<file path="config.mk">
export PLATFORM = sky130hd
export DESIGN_NAME = sdhci_reset_ctrl
export DESIGN_NICKNAME = d
export VERILOG_FILES = /design/src/rtl/sdhci_reset_ctrl.sv
export SDC_FILE = /design/constraint.sdc
export NUM_CORES = 1
export LEC_CHECK = 0
export CAP_MARGIN = 20
export CELL_PAD_IN_SITES_DETAIL_PLACEMENT = 1
export CELL_PAD_IN_SITES_GLOBAL_PLACEMENT = 1
export CORE_MARGIN = 10
export CORE_UTILIZATION = 35
export CTS_CLUSTER_DIAMETER = 200
export DETAILED_ROUTE_END_ITERATION = 12
export MAX_ROUTING_LAYER = met4
export PLACE_DENSITY_LB_ADDON = 0.1
export REMOVE_ABC_BUFFERS = 1
export SYNTH_ARGS = -nofsm -noshare
export SYNTH_HDL_FRONTEND = slang
export SYNTH_SLANG_ARGS = --single-unit
</file>
<file path="constraint.sdc">
create_clock -name clk_i -period 1.5 [get_ports clk_i]
set_input_delay 0.225 -clock clk_i [delete_from_list [all_inputs] [get_ports clk_i]]
set_output_delay 0.225 -clock clk_i [all_outputs]
set_load 0.005 [all_outputs]
</file>
<file path="src/rtl/sdhci_reset_ctrl.sv">
// SDHCI soft-reset sequencer: one global domain plus NumSub sub-domains, each held for
// HoldCycles, released glitch-free and followed by a self-clear strobe. Macro: SDHCI_AUTO_RST_EN.
module sdhci_reset_ctrl #(
  parameter int NumSub     = 2,
  parameter int HoldCycles = 4,
  parameter int CntWidth   = $clog2(HoldCycles + 1)
) (
  input  logic              clk_i,
  input  logic              rst_i,
  input  logic              sw_rst_all_i,
  input  logic [NumSub-1:0] sw_rst_sub_i,
  input  logic [NumSub-1:0] auto_rst_req_i,
  output logic              rst_all_no,
  output logic [NumSub-1:0] rst_sub_no,
  output logic              clr_all_de_o,
  output logic [NumSub-1:0] clr_sub_de_o,
  output logic              busy_o
);

  typedef enum logic [1:0] {IDLE = 2'd0, HOLD = 2'd1, RELEASE = 2'd2} state_e;

  localparam logic [CntWidth-1:0] CntLast = CntWidth'(HoldCycles - 1);
  localparam logic [CntWidth-1:0] CntOne  = CntWidth'(1);

  generate
    if (HoldCycles < 1) begin : g_bad_hold
      $error("sdhci_reset_ctrl: HoldCycles must be >= 1");
    end
    if (NumSub < 1 || NumSub > 8) begin : g_bad_sub
      $error("sdhci_reset_ctrl: NumSub must be in 1..8");
    end
  endgenerate

  state_e              g_state, g_next;
  logic [CntWidth-1:0] g_cnt, g_cnt_next;
  state_e              s_state    [NumSub];
  state_e              s_next     [NumSub];
  logic [CntWidth-1:0] s_cnt      [NumSub];
  logic [CntWidth-1:0] s_cnt_next [NumSub];
  logic                sw_all_q;
  logic [NumSub-1:0]   sw_sub_q;
  logic [NumSub-1:0]   auto_req;
  logic [NumSub-1:0]   sub_level;
  logic [NumSub-1:0]   sub_rise;
  logic                g_quiet;
  logic                sub_active;

`ifdef SDHCI_AUTO_RST_EN
  assign auto_req = auto_rst_req_i;
`else
  logic auto_unused;
  assign auto_unused = ^auto_rst_req_i;
  assign auto_req    = '0;
`endif

  // Idle entry is level-sensitive; a restart during HOLD needs a fresh rising bit or an auto pulse
  assign sub_level = sw_rst_sub_i | auto_req;
  assign sub_rise  = (sw_rst_sub_i & ~sw_sub_q) | auto_req;

  always_comb begin
    g_next     = g_state;
    g_cnt_next = g_cnt;
    case (g_state)
      IDLE: begin
        if (sw_rst_all_i) begin
          g_next     = HOLD;
          g_cnt_next = '0;
        end
      end
      HOLD: begin
        if (sw_rst_all_i && !sw_all_q) begin
          g_cnt_next = '0;
        end else if (g_cnt == CntLast) begin
          g_next = RELEASE;
        end else begin
          g_cnt_next = g_cnt + CntOne;
        end
      end
      RELEASE: g_next = IDLE;
      default: g_next = IDLE;
    endcase

    // Sub domains only run while the global domain is idle now and stays idle next cycle
    g_quiet    = (g_state == IDLE) && (g_next == IDLE);
    sub_active = 1'b0;
    for (int i = 0; i < NumSub; i++) begin
      s_next[i]     = s_state[i];
      s_cnt_next[i] = s_cnt[i];
      if (!g_quiet) begin
        s_next[i]     = IDLE;
        s_cnt_next[i] = '0;
      end else begin
        case (s_state[i])
          IDLE: begin
            if (sub_level[i]) begin
              s_next[i]     = HOLD;
              s_cnt_next[i] = '0;
            end
          end
          HOLD: begin
            if (sub_rise[i]) begin
              s_cnt_next[i] = '0;
            end else if (s_cnt[i] == CntLast) begin
              s_next[i] = RELEASE;
            end else begin
              s_cnt_next[i] = s_cnt[i] + CntOne;
            end
          end
          RELEASE: s_next[i] = IDLE;
          default: s_next[i] = IDLE;
        endcase
      end
      if (s_next[i] != IDLE) sub_active = 1'b1;
    end
  end

  // Outputs are registered from the next-state values so they line up with the state registers
  always_ff @(posedge clk_i or posedge rst_i) begin
    if (rst_i) begin
      g_state      <= HOLD;
      g_cnt        <= '0;
      sw_all_q     <= 1'b0;
      sw_sub_q     <= '0;
      rst_all_no   <= 1'b0;
      rst_sub_no   <= '0;
      clr_all_de_o <= 1'b0;
      clr_sub_de_o <= '0;
      busy_o       <= 1'b1;
      for (int i = 0; i < NumSub; i++) begin
        s_state[i] <= IDLE;
        s_cnt[i]   <= '0;
      end
    end else begin
      g_state      <= g_next;
      g_cnt        <= g_cnt_next;
      sw_all_q     <= sw_rst_all_i;
      sw_sub_q     <= sw_rst_sub_i;
      rst_all_no   <= (g_next != HOLD);
      clr_all_de_o <= (g_next == RELEASE);
      busy_o       <= (g_next != IDLE) || sub_active;
      for (int i = 0; i < NumSub; i++) begin
        s_state[i]      <= s_next[i];
        s_cnt[i]        <= s_cnt_next[i];
        rst_sub_no[i]   <= !((s_next[i] == HOLD) || (g_next == HOLD));
        clr_sub_de_o[i] <= (s_next[i] == RELEASE);
      end
    end
  end

endmodule

</file>
==> results of run 1 <==
## path summary, 6_finish.rpt
check / from / end / slack [ns] / cells past startpoint
worst max register to register: s_cnt[3] / rst_sub_no[0] / 0.06 / 5
max in group asynchronous: rst_i / busy_o / 0.97 / 3
worst min register to register: g_cnt[1] / g_cnt[1] / 0.52 / 1
worst min-delay path: rst_i / sw_all_q / 0.23 / 3
min in group clk_i: sw_rst_all_i / sw_all_q / 0.43 / 1
worst max-delay path: s_cnt[3] / rst_sub_no[0] / 0.06 / 5
## layout make-up
class / instances / area share
Timing Repair Buffer: 21 / 0.124
Multi-Input combinational cell: 66 / 0.376
Inverter: 8 / 0.0203
Tap cell: 46 / 0.0388
Clock buffer: 4 / 0.0177
Sequential cell: 25 / 0.424
## critical path, cell delays in order (launching register included)
cell	delay (ns)
dfrtp_1	0.42
ha_1	0.21
ha_2	0.19
nor3b_2	0.25
a31oi_4	0.09
o21a_1	0.20
## placed cells by master, fill, tap and decap left out, types with 3 or more instances in the layout
master            n
buf_4            10
nand2_1           3
clkbuf_4          3
dfrtp_1          23
inv_1             7
nand4_1           6
and2b_1           3
nor2_1           11
nand3b_1          6
ha_2              3
clkdlybuf4s50_1  10
nor2b_1           3
ha_1              3
mux2i_1           7
## metrics by stage
step	area [um2]	cells	hold slack [ns]	setup slack, ns
after detailed placement	1390	163	0.487	-0.0710
final	1480	170	0.234	0.0567
after global routing	1480	170	0.231	-0.00699
after floorplan	1170	99	0.251	0.0992
after global placement	1390	163	0.475	-0.00855
after CTS	1440	167	0.245	0.00652
## kinds of logic (layout without fill, tap and decap cells)
logic type / after synthesis / count (layout) / synth area share
mux: 7 / 7 / 0.0589
simple gates: 44 / 44 / 0.227
flops: 25 / 25 / 0.528
buf+inv: 11 / 33 / 0.0431
fa+ha+maj: 6 / 6 / 0.0631
compound gates: 9 / 9 / 0.0799
## metal layers
metal,wire [um],up-vias,GRT usage
met2,1290,10,0.148
met5,0,-,-
met1,1120,411,0.101
li1,-,398,-
met4,39,0,0.0269
met3,58,4,0.0194
## power breakdown
| part | total [mW] | switching [mW] | internal [mW] |
|---|---|---|---|
| Clock | 0.311 | 0.207 | 0.104 |
| Sequential | 0.847 | 0.0572 | 0.790 |
| Combinational | 0.645 | 0.300 | 0.345 |
| Total | 1.80 | 0.564 | 1.24 |
## flip-flops by register name, indices dropped and copies added, names as in the netlist
register      count
s_cnt             6
s_state           4
g_cnt             3
clr_sub_de_o      2
g_state           2
rst_sub_no        2
sw_sub_q          2
busy_o            1
clr_all_de_o      1
rst_all_no        1
sw_all_q          1
## timing repair
item / in CTS / in global routing
resized for setup: 5 / 5
setup endpoints to repair: 8 / 10
setup buffers: 0 / 3
pin swaps: 0 / 3
==> impl_metrics.json, run 1 <==
{
  "drtIter0Drc": 21,
  "rows": 21,
  "die_h_um": 78.3,
  "grt_pass1_vias": 886,
  "drt_pass1_iterations": 3,
  "dp_hpwl_mm": 1.87,
  "initial_utilization": 0.359,
  "yosys.area.top_type": "dfrtp_1",
  "hold_violations": 0,
  "synth_edf_count": 0,
  "ys_seq_area_frac": 0.528,
  "outcome": "completed",
  "ctsHoldBuffers": 0,
  "fp.dieW_um": 78.3,
  "grt_start_max_net_pins": 26,
  "max-clock-path-buffers": 2,
  "total_power_mw": 1.80,
  "hold_path.class": "input port to async pin",
  "ant_nets": 0,
  "synthTopCellsByCount": "dfrtp_1, nor2_1, inv_1, mux2i_1",
  "required_ns": 1.73,
  "num_antenna_cells": 0,
  "synth_top_area_share": 0.484,
  "critPathMaxFanout": 5,
  "core_area_um2": 3310,
  "crit_type": "flip-flop to flip-flop",
  "syn_avg_cell_area_um2": 11.7,
  "cts_tree": "built",
  "leakage_nw": 0.671,
  "slew_violations": 0,
  "gp_congestion": 0.714,
  "cp-end-kind": "flip-flop",
  "ys_warn_count": 0,
  "grt_pass1_wl_mm": 4.33,
  "synth-main-ff-cell": "dfrtp_1",
  "clk_latency_ns": 0.32,
  "portBuffers": 11,
  "seq_area_um2": 628,
  "vias": 823,
  "utilization": 0.448,
  "finalNetCount": 138,
  "multiInputGateArea_um2": 557,
  "io_pins": 14,
  "wl_mm": 2.51,
  "drv_cap": 0,
  "drc_errors": 0,
  "fmax_ghz": 0.693,
  "syn_area_um2": 1190,
  "start_kind": "flip-flop",
  "nFillCells": 380,
  "cts_sinks": 25,
  "tightest_slew_ns": 0.331,
  "period_minus_slack_ns": 1.44,
  "cts-root-buf": "clkbuf_4",
  "final.period_utilization": 0.962,
  "wl_per_cell_um": 14.8,
  "groute.usage.overall": 0.0876,
  "powerDensity_nw_per_um2": 1220,
  "cp.arrival_ns": 1.67,
  "drive_above_1_share": 0.218,
  "max-vdd-ir-drop_v": 0.000512,
  "antenna_found_initial": 0,
  "relSlewSlack": 0.779,
  "synthToLayoutAreaGrowth_pct": 24.6,
  "grt-ovfl-total": 0,
  "setup_viol": 0,
  "synth.area.top_cells": "dfrtp_1, ha_1, mux2i_1",
  "h-tree-depth": 1,
  "ys_types": 27,
  "clkTransAtPathRegs_ns": 0.14,
  "cts_made_buffers": 3,
  "ys_async_sr_fraction": 1.00,
  "syn_inst": 102,
  "die_area_um2": 6130,
  "skew_ns": 0.00294,
  "synth_most_common_cell": "dfrtp_1",
  "ys_ff_latch": 25,
  "viasPerCell": 4.84,
  "fin_tns_setup_ns": 0
}
(Power assumes the default switching activity.)
==> inputs of run 2 (changes only) <==
==> constraint.sdc (replaced) <==
create_clock -name clk_i -period 1.5 [get_ports clk_i]
set_input_delay 0.225 -clock clk_i [delete_from_list [all_inputs] [get_ports clk_i]]
set_output_delay 0.225 -clock clk_i [all_outputs]
set_load 0.02 [all_outputs]
==> impl_metrics.json, run 2 (synthesized netlist as in run 1, its figures left out) <==
{
  "io_pins": 14,
  "max_stage_delay_ns": 0.41,
  "grt_pass1_vias": 886,
  "setup_viol": 0,
  "skew_ns": 0.00580,
  "max-clock-path-buffers": 2,
  "clkTransAtPathRegs_ns": 0.14,
  "largest_reg_flops": 6,
  "crit_chain": "ha_1 > ha_2 > nor3b_2 > a31oi_4 > o21a_1",
  "powerDensity_nw_per_um2": 1240,
  "drtIter0Drc": 25,
  "dpl_cell_area_um2": 1390,
  "drc_errors": 0,
  "r2r-start": "s_cnt[3]",
  "max-vdd-ir-drop_v": 0.000512,
  "cpMaxStageDelayCell": "dfrtp_1",
  "final.period_utilization": 0.962,
  "drive_above_1_share": 0.218,
  "cts_sinks": 25,
  "nFillCells": 382,
  "critPathMaxFanout": 5,
  "drv_cap": 0,
  "viasPerCell": 4.83,
  "cp-startpoint": "s_cnt[3]",
  "start_kind": "flip-flop",
  "finalNetCount": 138,
  "initial_utilization": 0.359,
  "grt-ovfl-total": 0,
  "placedCellCount": 163,
  "slew_violations": 0,
  "h-tree-depth": 1,
  "mostFrequentLayoutCell": "dfrtp_1",
  "dp_hpwl_mm": 1.87,
  "core_area_um2": 3310,
  "crit_type": "flip-flop to flip-flop",
  "drt_pass1_iterations": 3,
  "cp-end-kind": "flip-flop",
  "required_ns": 1.72,
  "die_area_um2": 6130,
  "cts_made_buffers": 3,
  "ctsHoldBuffers": 0,
  "leakage_nw": 0.706,
  "design_area_um2": 1480,
  "gp_congestion": 0.714,
  "period_minus_slack_ns": 1.44,
  "layout.cells.non_filler": 170,
  "fmax_ghz": 0.693,
  "reg.largest.list": "s_cnt x6, s_state x4, g_cnt x3",
  "antenna_found_initial": 0,
  "groute.usage.overall": 0.0876,
  "synthToLayoutAreaGrowth_pct": 24.3,
  "fp.dieW_um": 78.3,
  "wl_mm": 2.51,
  "regMostFlops": "s_cnt",
  "outcome": "completed",
  "cts-root-buf": "clkbuf_4",
  "grt_start_max_net_pins": 26,
  "wl_per_cell_um": 14.8,
  "die_h_um": 78.3,
  "portBuffers": 11,
  "grt_pass1_wl_mm": 4.33,
  "clk_latency_ns": 0.32,
  "rows": 21,
  "hold_violations": 0,
  "num_antenna_cells": 0,
  "cp.arrival_ns": 1.67,
  "crit_family": "flip-flops",
  "hold_path.class": "input port to async pin",
  "mostFrequentLayoutCells": "dfrtp_1, nor2_1, buf_4",
  "path_buf_inv": 0,
  "vias": 821,
  "relSlewSlack": 0.783,
  "ant_nets": 0,
  "cts_tree": "built",
  "tightest_slew_ns": 0.325
}
## run 2: cell types whose count changed in the layout (fill, tap and decap cells not counted)
cell	change
clkdlybuf4s50_1	-6
dlymetal6s2s_1	+1
dlygate4sd2_1	+5
## run 2: power breakdown
group	leakage [nW]	internal, mW	total [mW]	switching [mW]
Combinational	0.363	0.326	0.674	0.349
Sequential	0.328	0.789	0.845	0.0553
Clock	0.0150	0.104	0.309	0.205
Total	0.706	1.22	1.83	0.609
## run 2: repair_timing
| action | 4_1_cts | 5_1_grt |
|---|---|---|
| resized for setup | 10 | 6 |
| pin swaps | 0 | 3 |
| endpoints found under the setup margin | 13 | 11 |
| buffers inserted | 0 | 3 |
## run 2: worst paths after layout
path	end	slack [ns]	cells past startpoint
min in group clk_i	sw_all_q	0.42	1
hold reg to reg	g_cnt[1]	0.52	1
setup reg to reg	rst_sub_no[0]	0.06	5
max in group asynchronous	busy_o	0.97	3
hold / removal	sw_all_q	0.23	3
setup / recovery	rst_sub_no[0]	0.06	5
## run 2: cell type report
| type | instances | area, um2 | share of cell area |
|---|---|---|---|
| timing repair buffer | 21 | 180 | 0.122 |
| tap | 46 | 57.6 | 0.0389 |
| inverter | 8 | 30.0 | 0.0203 |
| clock buffer | 4 | 26.3 | 0.0178 |
| multi-input combinational | 66 | 557 | 0.376 |
| sequential | 25 | 628 | 0.425 |
## run 2: worst register-to-register path: cells and delay by family (launching register included)
| family | cells | cell delay [ns] |
|---|---|---|
| flops | 1 | 0.41 |
| fa+ha+maj | 2 | 0.40 |
| compound gates | 2 | 0.29 |
| simple gates | 1 | 0.25 |
## run 2: routing by layer
layer	global-route usage	part of all wire
met1	0.101	0.45
met2	0.148	0.51
met3	0.0194	0.023
met4	0.0269	0.016
met5	-	0
## run 2: metrics by stage
| step | hold WS [ns] | setup TNS [ns] | power, mW | util | worst slack [ns] |
|---|---|---|---|---|---|
| 3_5_place_dp | 0.487 | -0.306 | 1.51 | 0.420 | -0.0710 |
| 6_report | 0.233 | 0 | 1.83 | 0.447 | 0.0577 |
| 2_1_floorplan | 0.251 | 0 | 1.27 | - | 0.0992 |
| 4_1_cts | 0.245 | 0 | 1.83 | 0.432 | 0.000816 |
| 5_1_grt | 0.231 | -0.00699 | 1.97 | 0.447 | -0.00699 |
| 3_3_place_gp | 0.475 | -0.00855 | 1.49 | 0.420 | -0.00855 |
==> inputs of run 3 (changes only) <==
--- a/config.mk
+++ b/config.mk
@@ -12,6 +12,7 @@
 export CORE_UTILIZATION = 35
 export CTS_CLUSTER_DIAMETER = 200
 export DETAILED_ROUTE_END_ITERATION = 12
+export GPL_ROUTABILITY_DRIVEN = 0
 export MAX_ROUTING_LAYER = met4
 export PLACE_DENSITY_LB_ADDON = 0.1
 export REMOVE_ABC_BUFFERS = 1
==> results of run 3 <==
Same layout as run 2: the final DEF is identical, and so are final timing and power.
